[config.mk]
export PLATFORM = sky130hd
export DESIGN_NAME = mcpu_irq_ctrl_flat
export DESIGN_NICKNAME = d
export VERILOG_FILES = /design/src/rtl/mcpu_irq_ctrl_pkg.sv /design/src/rtl/mcpu_irq_ctrl_if.sv /design/src/rtl/mcpu_irq_ctrl_prio.sv /design/src/rtl/mcpu_irq_ctrl.sv /design/src/flat_wrapper.sv
export SDC_FILE = /design/constraint.sdc
export NUM_CORES = 1
export LEC_CHECK = 0
export ABC_AREA = 1
export BUFFER_PORTS_ARGS = -buffer_cell sky130_fd_sc_hd__buf_2
export CAP_MARGIN = 10
export CORE_ASPECT_RATIO = 0.7
export CORE_UTILIZATION = 44
export CTS_CLUSTER_DIAMETER = 120
export DETAILED_ROUTE_END_ITERATION = 8
export GPL_TIMING_DRIVEN = 0
export PLACE_DENSITY = 0.83
export SYNTH_ARGS = -nofsm -noshare
export SYNTH_HDL_FRONTEND = slang
export SYNTH_SLANG_ARGS = --single-unit
[constraint.sdc]
create_clock -name clk_sys -period 1 [get_ports clk_sys]
set_input_delay 0 -clock clk_sys [delete_from_list [all_inputs] [get_ports clk_sys]]
set_output_delay 0 -clock clk_sys [all_outputs]
set_load 0.005 [all_outputs]
[src/rtl/mcpu_irq_ctrl_pkg.sv]
// Shared constants and helpers for the main-CPU interrupt controller.
package mcpu_irq_pkg;

  // Byte placed on the bus for an IM1 acknowledge (RST 38h opcode).
  localparam logic [7:0] IM1_VEC = 8'hFF;

  // IM2 vector of source idx: base + idx*step, wrapped to a byte.
  function automatic logic [7:0] vec_of(input logic [7:0] base,
                                        input int unsigned step,
                                        input int unsigned idx);
    logic [31:0] sum;
    sum = 32'(base) + step * idx;
    return sum[7:0];
  endfunction

  // Index width for NSRC sources, never narrower than one bit.
  function automatic int clog2w(input int n);
    return (n <= 2) ? 1 : $clog2(n);
  endfunction

endpackage

[src/rtl/mcpu_irq_ctrl_if.sv]
// CPU-side bus and interrupt lines of the interrupt controller.
//
// Acknowledge protocol: the CPU signals an interrupt acknowledge by holding
// cpu_io and cpu_m1 high together. The first clock with both high is the
// ack start; the vector is presented on cpu_di from that edge and held until
// either strobe drops. There is no back-pressure: the controller always
// answers in the same cycle the ack starts.
interface mcpu_irq_ctrl_if #(
  parameter int NSRC = 4,
  parameter int AW   = 2
);
  logic [7:0]      cpu_din;
  logic            cpu_rd;
  logic            cpu_io;
  logic            cpu_m1;
  logic [NSRC-1:0] src_n;
  logic [NSRC-1:0] irq_en;
  logic            nmi_src_n;
  logic [7:0]      cpu_di;
  logic            int_n;
  logic            nmi_n;
  logic [NSRC-1:0] irq_pending;
  logic [AW-1:0]   ack_id;
  logic            ack_stb;

  // Controller side
  modport slave (
    input  cpu_din, cpu_rd, cpu_io, cpu_m1, src_n, irq_en, nmi_src_n,
    output cpu_di, int_n, nmi_n, irq_pending, ack_id, ack_stb
  );

  // CPU wrapper / decoder side
  modport master (
    output cpu_din, cpu_rd, cpu_io, cpu_m1, src_n, irq_en, nmi_src_n,
    input  cpu_di, int_n, nmi_n, irq_pending, ack_id, ack_stb
  );
endinterface

[src/rtl/mcpu_irq_ctrl_prio.sv]
// Lowest-index-wins priority encoder over the active interrupt vector.
module irq_prio_enc #(
  parameter int N  = 4,
  parameter int AW = 2
) (
  input  logic [N-1:0]  i_req,
  output logic          o_any,
  output logic [AW-1:0] o_idx
);

  // Scan from the top down so the lowest set index is the last one written.
  always_comb begin
    o_any = |i_req;
    o_idx = '0;
    for (int i = N - 1; i >= 0; i--) begin
      if (i_req[i]) o_idx = AW'(i);
    end
  end

endmodule

[src/rtl/mcpu_irq_ctrl.sv]
// Interrupt / data-in controller for the tv80 main CPU: source capture,
// pending bits, ack vector injection, CPU read-data latch and NMI pulse.
module mcpu_irq_ctrl
  import mcpu_irq_pkg::*;
#(
  parameter int              NSRC       = 4,
  parameter bit              IM2        = 1'b1,
  parameter logic [7:0]      VEC_BASE   = 8'h90,
  parameter int unsigned     VEC_STEP   = 2,
  parameter logic [7:0]      SPUR_VEC   = 8'hFF,
  parameter logic [NSRC-1:0] LEVEL_MASK = '0,
  parameter int              NMI_LEN    = 4
) (
  input  logic            clk_sys,
  input  logic            reset,
  mcpu_irq_ctrl_if.slave  bus
);

  localparam int AW = clog2w(NSRC);
  localparam int CW = $clog2(NMI_LEN + 1);

  logic [NSRC-1:0] r_src_q;
  logic [NSRC-1:0] r_edge_pend;
  logic            r_iack_q;
  logic            r_int_n;
  logic [7:0]      r_vec_q;
  logic [7:0]      r_di;
  logic [AW-1:0]   r_ack_id;
  logic            r_ack_stb;
  logic            r_nmi_q;
  logic [CW-1:0]   r_nmi_cnt;
  logic            r_nmi_n;

  logic [NSRC-1:0] w_pending;
  logic [NSRC-1:0] w_active;
  logic [NSRC-1:0] w_set;
  logic [NSRC-1:0] w_clr;
  logic [NSRC-1:0] w_win_oh;
  logic            w_any;
  logic [AW-1:0]   w_winner;
  logic            w_iack;
  logic            w_ack_start;
  logic [7:0]      w_vec;
  logic            w_nmi_fall;
  logic [CW-1:0]   w_nmi_cnt_nxt;

  // Level sources mirror the registered request; edge sources use the sticky bit.
  assign w_pending   = (r_edge_pend & ~LEVEL_MASK) | (~r_src_q & LEVEL_MASK);
  assign w_active    = w_pending & bus.irq_en;
  assign w_set       = r_src_q & ~bus.src_n & ~LEVEL_MASK;
  assign w_iack      = bus.cpu_io & bus.cpu_m1;
  assign w_ack_start = w_iack & ~r_iack_q;
  assign w_win_oh    = NSRC'(1) << w_winner;
  assign w_clr       = (w_ack_start && w_any) ? (w_win_oh & ~LEVEL_MASK) : '0;
  assign w_nmi_fall  = r_nmi_q & ~bus.nmi_src_n;

  irq_prio_enc #(.N(NSRC), .AW(AW)) u_prio (
    .i_req (w_active),
    .o_any (w_any),
    .o_idx (w_winner)
  );

  // Byte to inject on this ack: per-source IM2 vector, RST 38h, or spurious.
  always_comb begin
    w_vec = SPUR_VEC;
    if (w_any) w_vec = IM2 ? vec_of(VEC_BASE, VEC_STEP, 32'(w_winner)) : IM1_VEC;
  end

  // NMI down-counter: a new falling edge only loads when the counter is idle.
  always_comb begin
    w_nmi_cnt_nxt = r_nmi_cnt;
    if (r_nmi_cnt != '0)  w_nmi_cnt_nxt = r_nmi_cnt - CW'(1);
    else if (w_nmi_fall)  w_nmi_cnt_nxt = CW'(NMI_LEN);
  end

  // Request capture and sticky edge pending bits (a new edge beats an ack clear).
  always_ff @(posedge clk_sys) begin
    if (reset) begin
      r_src_q     <= '1;
      r_edge_pend <= '0;
    end else begin
      r_src_q     <= bus.src_n;
      r_edge_pend <= ((r_edge_pend & ~w_clr) | w_set) & ~LEVEL_MASK;
    end
  end

  // Ack sequencing: INT line, injected vector, ack id and strobe.
  always_ff @(posedge clk_sys) begin
    if (reset) begin
      r_iack_q  <= 1'b0;
      r_int_n   <= 1'b1;
      r_vec_q   <= 8'hFF;
      r_ack_id  <= '0;
      r_ack_stb <= 1'b0;
    end else begin
      r_iack_q  <= w_iack;
      r_int_n   <= w_iack ? 1'b1 : ~|w_active;
      r_ack_stb <= w_ack_start & w_any;
      if (w_ack_start) begin
        r_vec_q <= w_vec;
        if (w_any) r_ack_id <= w_winner;
      end
    end
  end

  // CPU read-data latch: ack vector first, then held vector, then bus data.
  always_ff @(posedge clk_sys) begin
    if (reset)            r_di <= 8'h00;
    else if (w_ack_start) r_di <= w_vec;
    else if (w_iack)      r_di <= r_vec_q;
    else if (bus.cpu_rd)  r_di <= bus.cpu_din;
  end

  // NMI edge detect and registered pulse output.
  always_ff @(posedge clk_sys) begin
    if (reset) begin
      r_nmi_q   <= 1'b1;
      r_nmi_cnt <= '0;
      r_nmi_n   <= 1'b1;
    end else begin
      r_nmi_q   <= bus.nmi_src_n;
      r_nmi_cnt <= w_nmi_cnt_nxt;
      r_nmi_n   <= (w_nmi_cnt_nxt == '0);
    end
  end

  assign bus.cpu_di      = r_di;
  assign bus.int_n       = r_int_n;
  assign bus.nmi_n       = r_nmi_n;
  assign bus.irq_pending = w_pending;
  assign bus.ack_id      = r_ack_id;
  assign bus.ack_stb     = r_ack_stb;

endmodule

[src/flat_wrapper.sv]
// flat-port wrapper written by rule: the top's interface ports become plain ports
module mcpu_irq_ctrl_flat import mcpu_irq_pkg::*;
#(
  parameter int              NSRC       = 4,
  parameter bit              IM2        = 1'b1,
  parameter logic [7:0]      VEC_BASE   = 8'h90,
  parameter int unsigned     VEC_STEP   = 2,
  parameter logic [7:0]      SPUR_VEC   = 8'hFF,
  parameter logic [NSRC-1:0] LEVEL_MASK = '0,
  parameter int              NMI_LEN    = 4
)
  (clk_sys, reset, bus_cpu_din, bus_cpu_rd, bus_cpu_io, bus_cpu_m1, bus_src_n, bus_irq_en, bus_nmi_src_n, bus_cpu_di, bus_int_n, bus_nmi_n, bus_irq_pending, bus_ack_id, bus_ack_stb);
  mcpu_irq_ctrl_if #(.NSRC(NSRC)) bus_i ();
  input  logic clk_sys;
  input  logic reset;
  input wire logic [$bits(bus_i.cpu_din)-1:0] bus_cpu_din;
  input wire logic [$bits(bus_i.cpu_rd)-1:0] bus_cpu_rd;
  input wire logic [$bits(bus_i.cpu_io)-1:0] bus_cpu_io;
  input wire logic [$bits(bus_i.cpu_m1)-1:0] bus_cpu_m1;
  input wire logic [$bits(bus_i.src_n)-1:0] bus_src_n;
  input wire logic [$bits(bus_i.irq_en)-1:0] bus_irq_en;
  input wire logic [$bits(bus_i.nmi_src_n)-1:0] bus_nmi_src_n;
  output wire logic [$bits(bus_i.cpu_di)-1:0] bus_cpu_di;
  output wire logic [$bits(bus_i.int_n)-1:0] bus_int_n;
  output wire logic [$bits(bus_i.nmi_n)-1:0] bus_nmi_n;
  output wire logic [$bits(bus_i.irq_pending)-1:0] bus_irq_pending;
  output wire logic [$bits(bus_i.ack_id)-1:0] bus_ack_id;
  output wire logic [$bits(bus_i.ack_stb)-1:0] bus_ack_stb;
  assign bus_i.cpu_din = bus_cpu_din;
  assign bus_i.cpu_rd = bus_cpu_rd;
  assign bus_i.cpu_io = bus_cpu_io;
  assign bus_i.cpu_m1 = bus_cpu_m1;
  assign bus_i.src_n = bus_src_n;
  assign bus_i.irq_en = bus_irq_en;
  assign bus_i.nmi_src_n = bus_nmi_src_n;
  assign bus_cpu_di = bus_i.cpu_di;
  assign bus_int_n = bus_i.int_n;
  assign bus_nmi_n = bus_i.nmi_n;
  assign bus_irq_pending = bus_i.irq_pending;
  assign bus_ack_id = bus_i.ack_id;
  assign bus_ack_stb = bus_i.ack_stb;
  mcpu_irq_ctrl #(.NSRC(NSRC), .IM2(IM2), .VEC_BASE(VEC_BASE), .VEC_STEP(VEC_STEP), .SPUR_VEC(SPUR_VEC), .LEVEL_MASK(LEVEL_MASK), .NMI_LEN(NMI_LEN)) u_core (.clk_sys(clk_sys), .reset(reset), .bus(bus_i));
endmodule
==> run_results.csv, run 1 <==
group,metric,value,unit
sta,hold_viol,0,
placed_design,portBuffers,38,
sta,timing.fmax,959,MHz
clock_network,htreeDepth,2,
sta,min_period,1.04,ns
global_routing,grt-ovfl-total,0,
sta,setup_slack,-0.0433,ns
cells_and_area,multi_input_area,643,um2
synth,ys.flop_type,"dfxtp_1",
die,initial_core_util,48.7,%
synth,ys_seq_area_share,46.4,%
global_routing,antenna_found_initial,0,
power,swShare,31.1,%
sta,rsz0062_at_grt,"yes",
die,fp.coreArea,2570,um2
clock_network,clk_pin_slew,0.06,ns
synth,synth_edf_count,0,
die,num_io_pins,39,
power,leakage,0.960,nW
sta,max-slew-margin-rel,85.0,%
placed_design,pre_cts_ws,-0.0991,ns
cells_and_area,most-common-layout-cells,"40 x buf_2, 38 x nand2_1, 24 x inv_1, 22 x dfxtp_1, 11 x nand3_1",
setup_path,critPathKind,"reg2reg",
setup_path,critPathSlowestCell,"dfxtp_2",
placed_design,dp_hpwl,1900,um
route,ant_nets,0,
route,num_vias,1209,
die,dieArea,3070,um2
power,clkPwrFrac,28.2,%
setup_path,path_buf_inv,2,
route,drt_iter0_markers,79,
cells_and_area,area_growth,41.8,%
power,peakVddDrop,0.929,mV
cells_and_area,mostFrequentLayoutCell,"buf_2",
setup_path,cp_cell_sequence,"inv_2 -> ha_4 -> nand2_4 -> o21ai_2 -> inv_1 -> nand2_2 -> nand2_1 -> nor2_1",
cells_and_area,layout-drive-gt1-share,40.2,%
setup_path,required,1.22,ns
synth,netlist_instances,167,
cells_and_area,nets,247,
setup_path,start_kind,"flip-flop",
synth,async_flop_share,0,%
synth,ys_warn_count,0,
synth,synth_cell_types,24,
clock_network,cts_tree,"done",
power,p_int,2.21,mW
clock_network,cts_buffer_depth,2,
setup_path,slowest_delay,0.32,ns
route,first_pass_iters,6,
route,routed_wl,2820,um
clock_network,clkLatencyLatePin,0.28,ns
global_routing,grt_pass1_vias,1033,
clock_network,clockRootBuffer,"clkbuf_8",
min_path,hold_path.class,"in2reg",
sta,clock_skew,0.00378,ns
sta,finalCritPeriodShare,104,%
power,seqPwrFrac,43.1,%
synth,yosys.area.top_type,"dfxtp_1",
setup_path,crit_fanout,4,
sta,drv_slew,0,
setup_path,path_delay_family,"flip-flops",
cells_and_area,fill_cells,199,
synth,ys_seq_elements,29,
power,powerDensity,1800,nW/um2
synth,yosysTopAreaCellShare,46.4,%
route,wl_per_cell,10.9,um
placed_design,routabilityCongestion,0.768,
sta,tightest_slew,0.222,ns
outcome,violations,"setup timing",
power,p_switching,0.996,mW
clock_network,cts_inserted_buffers,5,
synth,syn_area,1250,um2
sta,setup_viol,3,
sta,fin_tns_setup,-0.0681,ns
synth,postSynthAreaPerCell,7.50,um2
route,drcViolationCount,0,
die,die_h,46.6,um
power,report.power.total,3.20,mW
cells_and_area,seq_area,592,um2
cells_and_area,diodes,0,
synth,synth.area.top_cells,"dfxtp_1 46%, nand2_1 13%, inv_1 8.4%, nand3_1 6.0%, a21oi_1 3.2%",
outcome,status,"finished with violations",
global_routing,grt_max_degree,11,
global_routing,grt_usage,20.4,%
route,vias_per_cell,4.69,
setup_path,crit_path_end_kind,"flip-flop",
setup_path,critical_path_arrival,1.27,ns
power,combPwrFrac,28.7,%
global_routing,grt_pass1_wl,4430,um
die,dieWidth,65.8,um
flow_run,cap_viol_max_count,0,
synth,syn-num-nets,191,
clock_network,clock_sinks,29,
die,rows,15,
## metrics by stage
stage,util [%],cell area (um2),hold WS (ns),std cells
final,69.1,1780,0.00967,258
after detailed placement,58.0,1490,0.193,239
after global routing,69.1,1780,0.00598,258
after global placement,58.0,1490,0.187,239
after CTS,65.6,1690,0.00225,255
after floorplan,-,1260,0.0966,167
## synth_stat cells (2+ instances only)
library cell,instances
nand2_1,43
dfxtp_1,29
inv_1,28
nand3_1,15
a21oi_1,8
nor2_1,7
o21ai_0,7
nand2_2,5
o21ai_1,5
inv_2,3
a31oi_1,2
buf_2,2
ha_1,2
## layer usage
layer  up-vias  global-route usage, %  routed length [um]
li1        635                      -                   -
met1       534                   26.6                1340
met2        35                   31.2                1260
met3         5                   9.41                 205
met4         0                   3.91                  21
met5         -                      0                   0
## worst min-delay path, stage by stage
cell	delay (ns)
buf_2	0.08
a21oi_1	0.05
a21oi_1	0.12
## cells by family (layout without fill, tap and decap cells)
family	count (synthesis)	in the layout	synth area share, %
buf+inv	34	90	11.0
compound gates	25	25	11.2
fa+ha+maj	2	2	2.00
simple gates	77	78	29.5
flops	29	29	46.4
## area by class of cell
type | instances | area share [%]
timing repair buffer | 48 | 15.8
sequential | 29 | 33.3
buffer | 3 | 1.20
tap | 34 | 2.40
clock buffer | 8 | 4.51
multi-input combinational | 105 | 36.2
inverter | 31 | 6.55
## registers in the layout (all words and copies together), names as in the netlist
name and flops:
u_core.r_nmi_cnt 3, u_core.bus.cpu_di 8, u_core.bus.int_n 1, u_core.r_nmi_q 1
u_core.bus.irq_pending 4, u_core.r_vec_q 3, u_core.bus.ack_stb 1, u_core.r_src_q 4
u_core.bus.nmi_n 1, u_core.bus.ack_id 2, u_core.r_iack_q 1
## path summary, 6_finish.rpt
path	start	end	slack, ns	depth (start not counted)
setup / recovery	u_core.r_nmi_cnt[0]$_SDFF_PP0_	u_core.bus.nmi_n$_SDFF_PP1_	-0.04	8
hold / removal	bus_cpu_din[4]	u_core.bus.cpu_di[4]$_SDFFE_PP0P_	0.01	3
setup reg to reg	u_core.r_nmi_cnt[0]$_SDFF_PP0_	u_core.bus.nmi_n$_SDFF_PP1_	-0.04	8
hold reg to reg	u_core.r_src_q[2]$_SDFF_PP1_	u_core.bus.irq_pending[2]$_SDFF_PP0_	0.44	2
## power groups by stage
stage               registers [mW]  clock network (mW)  logic (mW)
floorplan                     1.39                   0       0.477
global placement              1.38                   0       0.667
detailed placement            1.38                   0       0.687
CTS                           1.37               0.910       0.808
global route                  1.39               0.979        1.02
finish                        1.38               0.904       0.919
## what timing repair did
item,CTS,global route
cloned,1,0
buffers inserted,1,3
hold buffers,6,0
pin swaps,3,5
endpoints found under the setup margin,12,17
hold endpoints to repair,7,0
resized for setup,16,17
Note: power is estimated with default switching activity, not from simulation.
==> run 2: changes to the inputs <==
- RECOVER_POWER: not set -> 100
==> run_results.csv, run 2 (synthesized netlist as in run 1, its figures left out) <==
group,metric,value,unit
outcome,status,"finished with violations",
outcome,violations,"setup timing",
setup_path,reg2regPathDepth,8,
sta,rsz0062_at_grt,"yes",
global_routing,antenna_found_initial,0,
power,powerDensity,1810,nW/um2
cells_and_area,mostFrequentLayoutCell,"nand2_1",
clock_network,clock_sinks,29,
clock_network,cts_tree,"done",
setup_path,critPathCapture,"u_core.bus.nmi_n$_SDFF_PP1_",
cells_and_area,nets,247,
cells_and_area,fill_cells,206,
setup_path,start_kind,"flip-flop",
die,rows,15,
placed_design,portBuffers,38,
sta,max-slew-margin-rel,85.2,%
setup_path,reg2reg_from,"u_core.r_nmi_cnt[0]$_SDFF_PP0_",
placed_design,pre_cts_ws,-0.0991,ns
route,first_pass_iters,6,
cells_and_area,design_area,1770,um2
sta,fin_tns_setup,-0.0749,ns
cells_and_area,largest_reg_flops,8,
die,num_io_pins,39,
die,dieArea,3070,um2
sta,setup_slack,-0.0423,ns
setup_path,reg2reg_to,"u_core.bus.nmi_n$_SDFF_PP1_",
setup_path,crit_path_end_kind,"flip-flop",
global_routing,grt-ovfl-total,0,
setup_path,critPathKind,"reg2reg",
placed_design,dpl_cell_area,1490,um2
flow_run,cap_viol_max_count,0,
cells_and_area,layout-drive-gt1-share,37.1,%
placed_design,routabilityCongestion,0.768,
sta,drv_slew,0,
placed_design,dp_hpwl,1900,um
clock_network,htreeDepth,2,
clock_network,clockRootBuffer,"clkbuf_8",
die,fp.coreArea,2570,um2
clock_network,cts_inserted_buffers,5,
setup_path,required,1.22,ns
sta,min_period,1.04,ns
placed_design,dpl.cell_count,239,
route,drcViolationCount,0,
sta,tightest_slew,0.219,ns
setup_path,rrSetupSlack,-0.04,ns
route,vias_per_cell,4.65,
route,num_vias,1199,
sta,whs,0.0106,ns
global_routing,grt_usage,20.4,%
route,wl_per_cell,10.9,um
cells_and_area,utilization,68.7,%
route,routed_wl,2820,um
route,drt_iter0_markers,79,
sta,clock_skew,0.00355,ns
global_routing,grt_pass1_wl,4430,um
clock_network,clk_pin_slew,0.06,ns
cells_and_area,diodes,0,
cells_and_area,most-common-layout-cells,"38 x nand2_1, 34 x buf_2, 24 x inv_1, 23 x dfxtp_1, 11 x nand3_1",
min_path,hold_path.class,"in2reg",
die,dieWidth,65.8,um
power,report.power.total,3.20,mW
sta,setup_viol,4,
power,leakage,0.937,nW
cells_and_area,fin_cells,258,
sta,hold_viol,0,
sta,finalCritPeriodShare,104,%
power,peakVddDrop,0.926,mV
global_routing,grt_pass1_vias,1033,
clock_network,cts_buffer_depth,2,
route,ant_nets,0,
sta,timing.fmax,959,MHz
global_routing,grt_max_degree,11,
setup_path,crit_fanout,4,
die,initial_core_util,48.7,%
setup_path,critical_path_arrival,1.26,ns
die,die_h,46.6,um
clock_network,clkLatencyLatePin,0.28,ns
cells_and_area,area_growth,41.1,%
setup_path,worstSetupStartpoint,"u_core.r_nmi_cnt[0]$_SDFF_PP0_",
==> run 2: worst max-delay path, cell delays in order (launching register included) <==
cell and delay (ns):
dfxtp_2 0.32, inv_2 0.08, ha_4 0.17, nand2_4 0.06
o21ai_2 0.11, inv_1 0.06, nand2_2 0.06, nand2_1 0.06
nor2_1 0.07
==> run 2: timing repair <==
item | CTS | global route
gates cloned | 1 | 0
pin swaps | 3 | 5
endpoints found under the setup margin | 12 | 17
hold buffers | 6 | 0
hold endpoints to repair | 7 | 0
resized for setup | 16 | 17
buffers inserted | 1 | 3
==> run 2: where the power goes <==
group	switching (mW)	leakage, nW	internal, mW
combinational	0.513	0.655	0.401
clock	0.410	0.0395	0.493
sequential	0.0721	0.243	1.31
total	0.996	0.937	2.20
==> run 2: cell type report <==
| type | instances | area (um2) | area share [%] |
|---|---|---|---|
| Multi-Input combinational cell | 105 | 643 | 36.4 |
| Sequential cell | 29 | 591 | 33.4 |
| Timing Repair Buffer | 48 | 273 | 15.4 |
| Inverter | 31 | 116 | 6.59 |
| Clock buffer | 8 | 80.1 | 4.53 |
| Tap cell | 34 | 42.5 | 2.41 |
| Buffer | 3 | 21.3 | 1.20 |
==> run 2: worst min-delay path by stage <==
stage / from / cells past startpoint / to
5_1_grt: bus_cpu_din[7] / 3 / u_core.bus.cpu_di[7]$_SDFFE_PP0P_
4_1_cts: bus_cpu_din[7] / 3 / u_core.bus.cpu_di[7]$_SDFFE_PP0P_
6_report: bus_cpu_din[4] / 3 / u_core.bus.cpu_di[4]$_SDFFE_PP0P_
3_3_place_gp: bus_src_n[2] / 3 / u_core.r_src_q[2]$_SDFF_PP1_
2_1_floorplan: bus_src_n[2] / 2 / u_core.r_src_q[2]$_SDFF_PP1_
3_5_place_dp: bus_src_n[2] / 3 / u_core.r_src_q[2]$_SDFF_PP1_
==> run 2: routing by layer <==
layer | global-route usage, % | part of all wire, %
met2 | 31.2 | 45
met5 | 0 | 0
met3 | 9.41 | 7.5
met4 | 3.91 | 0.74
met1 | 26.6 | 47
==> run 3: changes to the inputs <==
- CORE_UTILIZATION: 44 -> 47
- CTS_BUF_LIST: not set -> sky130_fd_sc_hd__clkbuf_4
- PLACE_DENSITY: 0.83 -> 0.87
==> run_results.csv, run 3 (synthesized netlist as in run 1, its figures left out) <==
group,metric,value,unit
outcome,status,"finished with violations",
outcome,violations,"setup timing",
global_routing,grt_pass1_vias,1039,
sta,max-slew-margin-rel,83.3,%
global_routing,met3_usage,9.34,%
setup_path,critPathSlowestCell,"dfxtp_2",
placed_design,routabilityCongestion,0.812,
cells_and_area,diodes,0,
min_path,hold_path.class,"in2reg",
sta,min_period,1.11,ns
setup_path,cp_cell_sequence,"inv_2 -> ha_4 -> nand2_4 -> o21ai_2 -> inv_1 -> nand2_2 -> buf_4 -> inv_2",
die,num_io_pins,39,
power,powerDensity,1700,nW/um2
clock_network,clock_sinks,29,
global_routing,grt_usage,21.9,%
sta,timing.fmax,903,MHz
sta,clock_skew,0.00392,ns
sta,drv_slew,0,
global_routing,grt_use_met2,33.0,%
global_routing,antenna_found_initial,0,
route,wl_per_cell,12.0,um
power,report.power.total,3.16,mW
cells_and_area,mostFrequentLayoutCell,"buf_2",
setup_path,crit_path_end_kind,"flip-flop",
route,drcViolationCount,0,
placed_design,pre_cts_ws,-0.104,ns
cells_and_area,layout-drive-gt1-share,42.0,%
sta,setup_viol,5,
setup_path,required,1.24,ns
route,routed_wl,3170,um
global_routing,grt.busiest_layer,"met2",
global_routing,grt_max_degree,11,
setup_path,cp_common_cell,"inv_2",
clock_network,cts_tree,"done",
power,clkPwrFrac,24.1,%
route,num_vias,1274,
setup_path,critical_path_arrival,1.35,ns
cells_and_area,largest_reg_flops,8,
route,vias_per_cell,4.81,
global_routing,use_met1,26.7,%
clock_network,cts_inserted_buffers,5,
sta,setup_slack,-0.107,ns
route,ant_nets,0,
power,leakage,0.995,nW
die,dieArea,2880,um2
cells_and_area,nets,254,
placed_design,dp_hpwl,1890,um
setup_path,critPathKind,"reg2reg",
route,drt_iter0_markers,54,
setup_path,crit_fanout,4,
cells_and_area,most-common-layout-cells,"40 x buf_2, 35 x nand2_1, 23 x inv_1, 22 x dfxtp_1, 14 x dlygate4sd3_1",
power,swShare,32.6,%
setup_path,start_kind,"flip-flop",
setup_path,path_buf_inv,4,
power,p_int,2.13,mW
power,combPwrFrac,32.1,%
power,peakVddDrop,0.849,mV
sta,hold_viol,0,
clock_network,htreeDepth,2,
power,seqPwrFrac,43.8,%
route,first_pass_iters,4,
power,p_switching,1.03,mW
global_routing,grt-ovfl-total,0,
cells_and_area,area_growth,48.1,%
sta,finalCritPeriodShare,111,%
setup_path,slowest_delay,0.34,ns
clock_network,cts_buffer_depth,2,
die,rows,15,
die,fp.coreArea,2500,um2
die,initial_core_util,50.2,%
flow_run,cap_viol_max_count,0,
sta,tightest_slew,0.250,ns
clock_network,clk_pin_slew,0.09,ns
clock_network,clkLatencyLatePin,0.33,ns
die,die_h,45.2,um
die,dieWidth,63.7,um
placed_design,portBuffers,38,
setup_path,path_delay_family,"flip-flops",
clock_network,clockRootBuffer,"clkbuf_4",
sta,rsz0062_at_grt,"yes",
global_routing,grt_pass1_wl,4440,um
==> run 3: stage by stage <==
step	hold slack, ns	cell area, um2	TNS (ns)	utilization (%)	std cells
3_5_place_dp	0.191	1490	-0.371	59.7	239
4_1_cts	0.0123	1750	-0.0764	70.0	263
3_3_place_gp	0.186	1490	-0.214	59.7	239
5_1_grt	0.0251	1850	-0.679	74.3	265
6_report	0.0175	1850	-0.234	74.3	265
2_1_floorplan	0.0966	1260	0	-	167
==> run 3: worst paths after layout <==
check	start	endpoint	slack, ns	cells past startpoint
setup / recovery	u_core.r_nmi_cnt[1]$_SDFF_PP0_	u_core.r_nmi_cnt[0]$_SDFF_PP0_	-0.11	8
hold / removal	bus_cpu_din[2]	u_core.bus.cpu_di[2]$_SDFFE_PP0P_	0.02	3
setup reg to reg	u_core.r_nmi_cnt[1]$_SDFF_PP0_	u_core.r_nmi_cnt[0]$_SDFF_PP0_	-0.11	8
hold reg to reg	u_core.r_src_q[2]$_SDFF_PP1_	u_core.bus.irq_pending[2]$_SDFF_PP0_	0.44	2
==> run 3: cell type report <==
cell class,count,area [um2]
Timing Repair Buffer,55,353
Clock buffer,8,60.1
Sequential cell,29,592
Fill cell,163,642
Multi-Input combinational cell,105,667
Tap cell,34,42.5
Inverter,31,119
Buffer,3,21.3
==> run 3: power by group through the flow <==
stage / registers, mW / clock network, mW / logic [mW]
after detailed placement: 1.39 / 0 / 0.687
after CTS: 1.38 / 0.760 / 0.828
after global placement: 1.38 / 0 / 0.664
after global routing: 1.40 / 0.817 / 1.11
final: 1.38 / 0.761 / 1.01
after floorplan: 1.39 / 0 / 0.477
==> run 3: repair_timing <==
| action | in CTS | in global routing |
|---|---|---|
| cloned | 1 | 0 |
| buffers inserted | 1 | 2 |
| hold buffers | 14 | 0 |
| setup endpoints to repair | 10 | 14 |
| pin swaps | 4 | 13 |
| hold endpoints to repair | 15 | 0 |
| gates resized for setup | 17 | 24 |
==> run 3: metal layers <==
| layer | share of wire (%) | up-vias |
|---|---|---|
| met4 | 1.5 | 0 |
| met5 | 0 | - |
| met2 | 45 | 47 |
| met1 | 47 | 566 |
| li1 | - | 653 |
| met3 | 6.8 | 8 |
==> run 3: tightest hold or removal path, cell delays in order <==
cell	delay, ns
buf_2	0.07
o21ai_0	0.08
a31oi_1	0.17
